[src/rtl/clk_div_pkg.sv]
// Shared types and helpers for the programmable clock divider.
package clk_div_pkg;

    localparam int unsigned DIV_MIN = 2;

    typedef enum logic {StStop, StRun} run_state_e;

    function automatic int unsigned clamp_div(input int unsigned d);
        return (d < DIV_MIN) ? DIV_MIN : d;
    endfunction

    // Number of posedge cycles the phase flop stays high: ceil(D/2).
    function automatic int unsigned half_hi(input int unsigned d);
        return (d + 1) / 2;
    endfunction

endpackage

[src/rtl/clk_div_oddfix.sv]
// Falling-edge trim flop and even/odd output select for the divided clock.
module clk_div_oddfix (
    input  logic clk,
    input  logic rst,
    input  logic p,
    input  logic cut,
    input  logic odd,
    output logic clk_out
);
    logic n_q;

    // n drops half a cycle before p falls on odd divisors, so the high phase ends on a
    // falling edge while the rise stays on the posedge that also raises tick.
    always_ff @(negedge clk or posedge rst) begin
        if (rst) begin
            n_q <= 1'b0;
        end else begin
            n_q <= ~cut;
        end
    end

    assign clk_out = odd ? (p & n_q) : p;

endmodule

[src/rtl/prog_clock_divider.sv]
// Programmable integer clock divider with boundary-aligned divisor changes, run/stop
// control and a free-running power-of-two tap counter.
module prog_clock_divider
    import clk_div_pkg::*;
#(
    parameter int unsigned DIV_W     = 8,
    parameter int unsigned DIV_RESET = 4,
    parameter int unsigned NUM_TAPS  = 4
) (
    input  logic                clk,
    input  logic                rst,
    input  logic                en,
    input  logic [DIV_W-1:0]    div_i,
    input  logic                div_load,
    output logic                clk_out,
    output logic                tick,
    output logic                busy,
    output logic [NUM_TAPS-1:0] taps
);
    localparam logic [DIV_W-1:0] DivRst = DIV_W'(clamp_div(DIV_RESET));

    run_state_e          state_q, state_d;
    logic [DIV_W-1:0]    cnt_q, cnt_d;
    logic [DIV_W-1:0]    act_q, act_d;
    logic [DIV_W-1:0]    pend_q, pend_d;
    logic [DIV_W-1:0]    half_q, half_d;
    logic                busy_q, busy_d;
    logic                p_q, p_d;
    logic                tick_q, tick_d;
    logic                boundary, apply, cut;
    logic [NUM_TAPS-1:0] taps_q;

    always_ff @(posedge clk or posedge rst) begin
        if (rst) begin
            state_q <= StStop;
            cnt_q   <= '0;
            act_q   <= DivRst;
            pend_q  <= DivRst;
            busy_q  <= 1'b0;
            p_q     <= 1'b0;
            tick_q  <= 1'b0;
            taps_q  <= '0;
        end else begin
            state_q <= state_d;
            cnt_q   <= cnt_d;
            act_q   <= act_d;
            pend_q  <= pend_d;
            busy_q  <= busy_d;
            p_q     <= p_d;
            tick_q  <= tick_d;
            taps_q  <= taps_q + NUM_TAPS'(1);
        end
    end

    always_comb begin
        state_d  = state_q;
        cnt_d    = cnt_q;
        act_d    = act_q;
        pend_d   = pend_q;
        busy_d   = busy_q;
        boundary = 1'b0;
        apply    = 1'b0;
        case (state_q)
            StStop: begin
                cnt_d = '0;
                apply = busy_q;
                if (en) begin
                    state_d = StRun;
                end
            end
            StRun: begin
                boundary = (cnt_q == act_q - DIV_W'(1));
                apply    = boundary & busy_q;
                cnt_d    = boundary ? '0 : cnt_q + DIV_W'(1);
                if (boundary && !en) begin
                    state_d = StStop;
                end
            end
        endcase
        if (apply) begin
            act_d  = pend_q;
            busy_d = 1'b0;
        end
        // A load seen in a boundary cycle only lands in pend, so it waits one more period.
        if (div_load) begin
            pend_d = DIV_W'(clamp_div(32'(div_i)));
            busy_d = 1'b1;
        end
    end

    // Phase and tick are registered from next-state values so they line up with the edge.
    always_comb begin
        half_d = DIV_W'(half_hi(32'(act_d)));
        half_q = DIV_W'(half_hi(32'(act_q)));
        p_d    = (state_d == StRun) && (cnt_d < half_d);
        tick_d = (state_d == StRun) && (cnt_d == '0);
        cut    = (state_q == StRun) && act_q[0] && (cnt_q == half_q - DIV_W'(1));
    end

    clk_div_oddfix u_oddfix (
        .clk     (clk),
        .rst     (rst),
        .p       (p_q),
        .cut     (cut),
        .odd     (act_q[0]),
        .clk_out (clk_out)
    );

    assign tick = tick_q;
    assign busy = busy_q;
    assign taps = taps_q;

endmodule
[config.mk]
export PLATFORM = sky130hd
export DESIGN_NAME = prog_clock_divider
export DESIGN_NICKNAME = d
export VERILOG_FILES = /design/src/rtl/clk_div_pkg.sv /design/src/rtl/clk_div_oddfix.sv /design/src/rtl/prog_clock_divider.sv
export SDC_FILE = /design/constraint.sdc
export NUM_CORES = 1
export LEC_CHECK = 0
export ABC_AREA = 1
export BUFFER_PORTS_ARGS = -buffer_cell sky130_fd_sc_hd__buf_2
export CAP_MARGIN = 20
export CORE_ASPECT_RATIO = 0.6
export CORE_UTILIZATION = 54
export CTS_CLUSTER_SIZE = 24
export DETAILED_ROUTE_END_ITERATION = 16
export GPL_TIMING_DRIVEN = 0
export HOLD_SLACK_MARGIN = 0.06
export PLACE_DENSITY_LB_ADDON = 0.08
export SKIP_CTS_REPAIR_TIMING = 1
export SLEW_MARGIN = 20
export SYNTH_ARGS = -nofsm -noshare
export SYNTH_HDL_FRONTEND = slang
export SYNTH_SLANG_ARGS = --single-unit
[constraint.sdc]
create_clock -name clk -period 3 [get_ports clk]
set_input_delay 0.3 -clock clk [delete_from_list [all_inputs] [get_ports clk]]
set_output_delay 0.3 -clock clk [all_outputs]
set_load 0.01 [all_outputs]
==> run_results.csv <==
group,metric,value,unit
routing,ant_nets,0,
sta,fin_worst_skew,14.5,ps
worst_setup_path,startpoint_type,"flip-flop",
placement,placed_cells,403,
cells_and_area,area_delta_synth_final,14.7,%
yosys,seq_area_frac_synth,35.0,%
worst_setup_path,required,1630,ps
sta,hold_ws,111,ps
cells_and_area,drive_gt1_share,19.9,%
routing,wirelength,5.71,mm
cells_and_area,diodes,0,
worst_setup_path,cp-end-kind,"flip-flop",
placement,io_buffer_count,18,
cells_and_area,nFillCells,390,
yosys,ys_top_cells_by_count,"nand2_1, inv_1, nand3_1, dfrtp_1, nor2_1",
status,status,"complete, but fails checks",
cells_and_area,final_area,2720,um2
global_route,grtUsageTotal,27.3,%
global_route,grt_max_degree,34,
floorplanning,num_rows,18,
power_and_ir_drop,vdd_drop_max,0.237,mV
routing,viasPerCell,5.13,
yosys,syn_inst,325,
placement,pre_cts_ws,-950,ps
worst_setup_path,critPathArrivalTime,2400,ps
sta,hold_violations,0,
cells_and_area,finish.net_count,380,
power_and_ir_drop,power,0.000845,W
floorplanning,io_pins,19,
floorplanning,initial_core_util,57.1,%
yosys,synth_area_leaders,"dfrtp_1, nand2_1, xor2_1",
global_route,grt_pass1_wl,9.23,mm
clock_tree,cts_tree,"yes",
sta,max_slew_margin,55.0,%
sta,slew_viol_final,0,
sta,setup_ws,-771,ps
clock_tree,clock_latency,290,ps
global_route,overflow,0,
power_and_ir_drop,p_per_area,311,nW/um2
clock_tree,max-clock-path-buffers,2,
clock_tree,cts.sinks,33,
floorplanning,die_area,4660,um2
yosys,synth_seq_cells,33,
sta,worst_slew_pin_slew,674,ps
routing,remaining_drc_errors,0,
placement,hpwlAfterDp,4.33,mm
worst_setup_path,crit_type,"reg2reg",
yosys,synth_most_common_cell,"nand2_1",
routing,num_vias,2135,
yosys,synth_top_area_cell,"dfrtp_1",
job,maxCapViolCount,0,
floorplanning,die_h,53.3,um
sta,rsz0062_at_grt,"yes",
worst_hold_path,worstHoldPathType,"in2async",
yosys,syn_nets,350,
clock_tree,clkTransAtPathRegs,70,ps
yosys,synth_top_area_share,31.7,%
clock_tree,root_buffer,"clkbuf_8",
yosys,synth-async-reset-ratio,100,%
yosys,synth_edf_count,0,
routing,wl_per_cell,13.7,um
worst_setup_path,path_max_fanout,6,
sta,finalSetupViolCount,2,
cells_and_area,final_cells,416,
worst_setup_path,slowest_stage,"dfrtp_2",
worst_setup_path,crit_chain,"ha_4 > xor2_1 > inv_1 > ha_4 > o211ai_1 > a211oi_2 > nand3_1 > a21oi_1 > o211ai_1 > nor2_1 > nand4_1",
yosys,netlist_area,2370,um2
global_route,grt_antenna_before_repair,0,
floorplanning,coreArea,4140,um2
placement,place_area,2560,um2
routing,drt-pass1-iter-count,4,
yosys,yosysWarnings,0,
power_and_ir_drop,p_leak,1.46,nW
status,violations,"setup timing",
clock_tree,htree_num_levels,2,
worst_setup_path,rrSetupSlack,-770,ps
clock_tree,cts_made_buffers,5,
yosys,syn_area_per_cell,7.28,um2
yosys,synth.distinct_cells,31,
routing,drt_iter0_markers,162,
floorplanning,die_w,87.5,um
worst_setup_path,rr_worst_depth,11,
global_route,grt_pass1_vias,1948,
worst_setup_path,slowest_delay,490,ps
placement,gp_congestion,0.933,
yosys,synth_ff_type,"dfrtp_1",
-- registers in the layout, summed over array words and instances, names as in the netlist --
register,flops
act_q,8
cnt_q,8
pend_q,8
taps,4
busy,1
p_q,1
state_q,1
tick,1
u_oddfix.n_q,1
-- worst paths after layout --
path	start	end
min	rst	act_q[5]
max	act_q[0]	u_oddfix.n_q
max reg2reg	act_q[0]	u_oddfix.n_q
min in group clk	div_i[6]	pend_q[6]
max in group asynchronous	rst	u_oddfix.n_q
min reg2reg	taps[3]	taps[3]
-- per-stage QoR --
stage,utilization (%),TNS [ps]
after floorplan,-,-515
after global placement,61.8,-1280
after detailed placement,61.8,-1350
after CTS,63.9,-1380
after global routing,65.5,-1560
final,65.5,-1140
-- routing by layer --
layer  part of all wire [%]  up-vias  GRT usage [%]
li1                       -     1087              -
met1                     52      969           40.9
met5                      0        -           5.19
met2                     39       73           37.9
met3                    7.6        6           5.62
met4                    1.1        0           9.02
-- cell type report --
cell class	instances	area, um2	share of cell area, %
Multi-Input combinational cell	245	1380	50.9
Sequential cell	33	831	30.6
Inverter	39	151	5.57
Timing Repair Buffer	23	128	4.70
Clock buffer	8	90.1	3.32
Tap cell	60	75.1	2.76
Buffer	8	60.1	2.21
-- power breakdown --
group	leakage, nW	total [W]	switching [W]	internal, W
logic	1.01	0.0000311	0.0000209	0.0000102
clock network	0.0455	0.000353	0.000166	0.000187
registers	0.404	0.000461	0.00000583	0.000455
-- cells in the final DEF (no fill, tap or decap), drive strengths merged --
cell type / n
o21a: 1
nand2: 108
dfrtp: 30
nor2: 34
a31oi: 1
clkbuf: 9
dfstp: 2
inv: 39
xnor2: 5
buf: 30
nor3b: 1
xor2: 20
o21ai: 9
dfrtn: 1
nand4: 5
nand3: 34
or4: 1
a21oi: 5
nor3: 3
o211ai: 3
a211oi: 1
ha: 13
nor4: 1
-- worst max-delay path: cells and delay by family, from the launching register on --
kind	cells	cell delay [ps]
AOI/OAI and AO/OA	4	580
and+or+nand+nor	3	290
DFF	1	490
buffers and inverters	1	100
xor gates and xnor gates	1	170
adders and majority gates	2	490
-- cell families (layout without fill, tap and decap cells) --
kind of cell               Yosys count  in the layout  share of synthesized area, %
xor gates and xnor gates            25             25                          9.25
DFF                                 33             33                          35.0
AOI/OAI and AO/OA                   20             20                          4.97
and+or+nand+nor                    187            187                          35.2
buffers and inverters               47             78                          8.72
adders and majority gates           13             13                          6.87
Power figures use the tool's default switching activity.
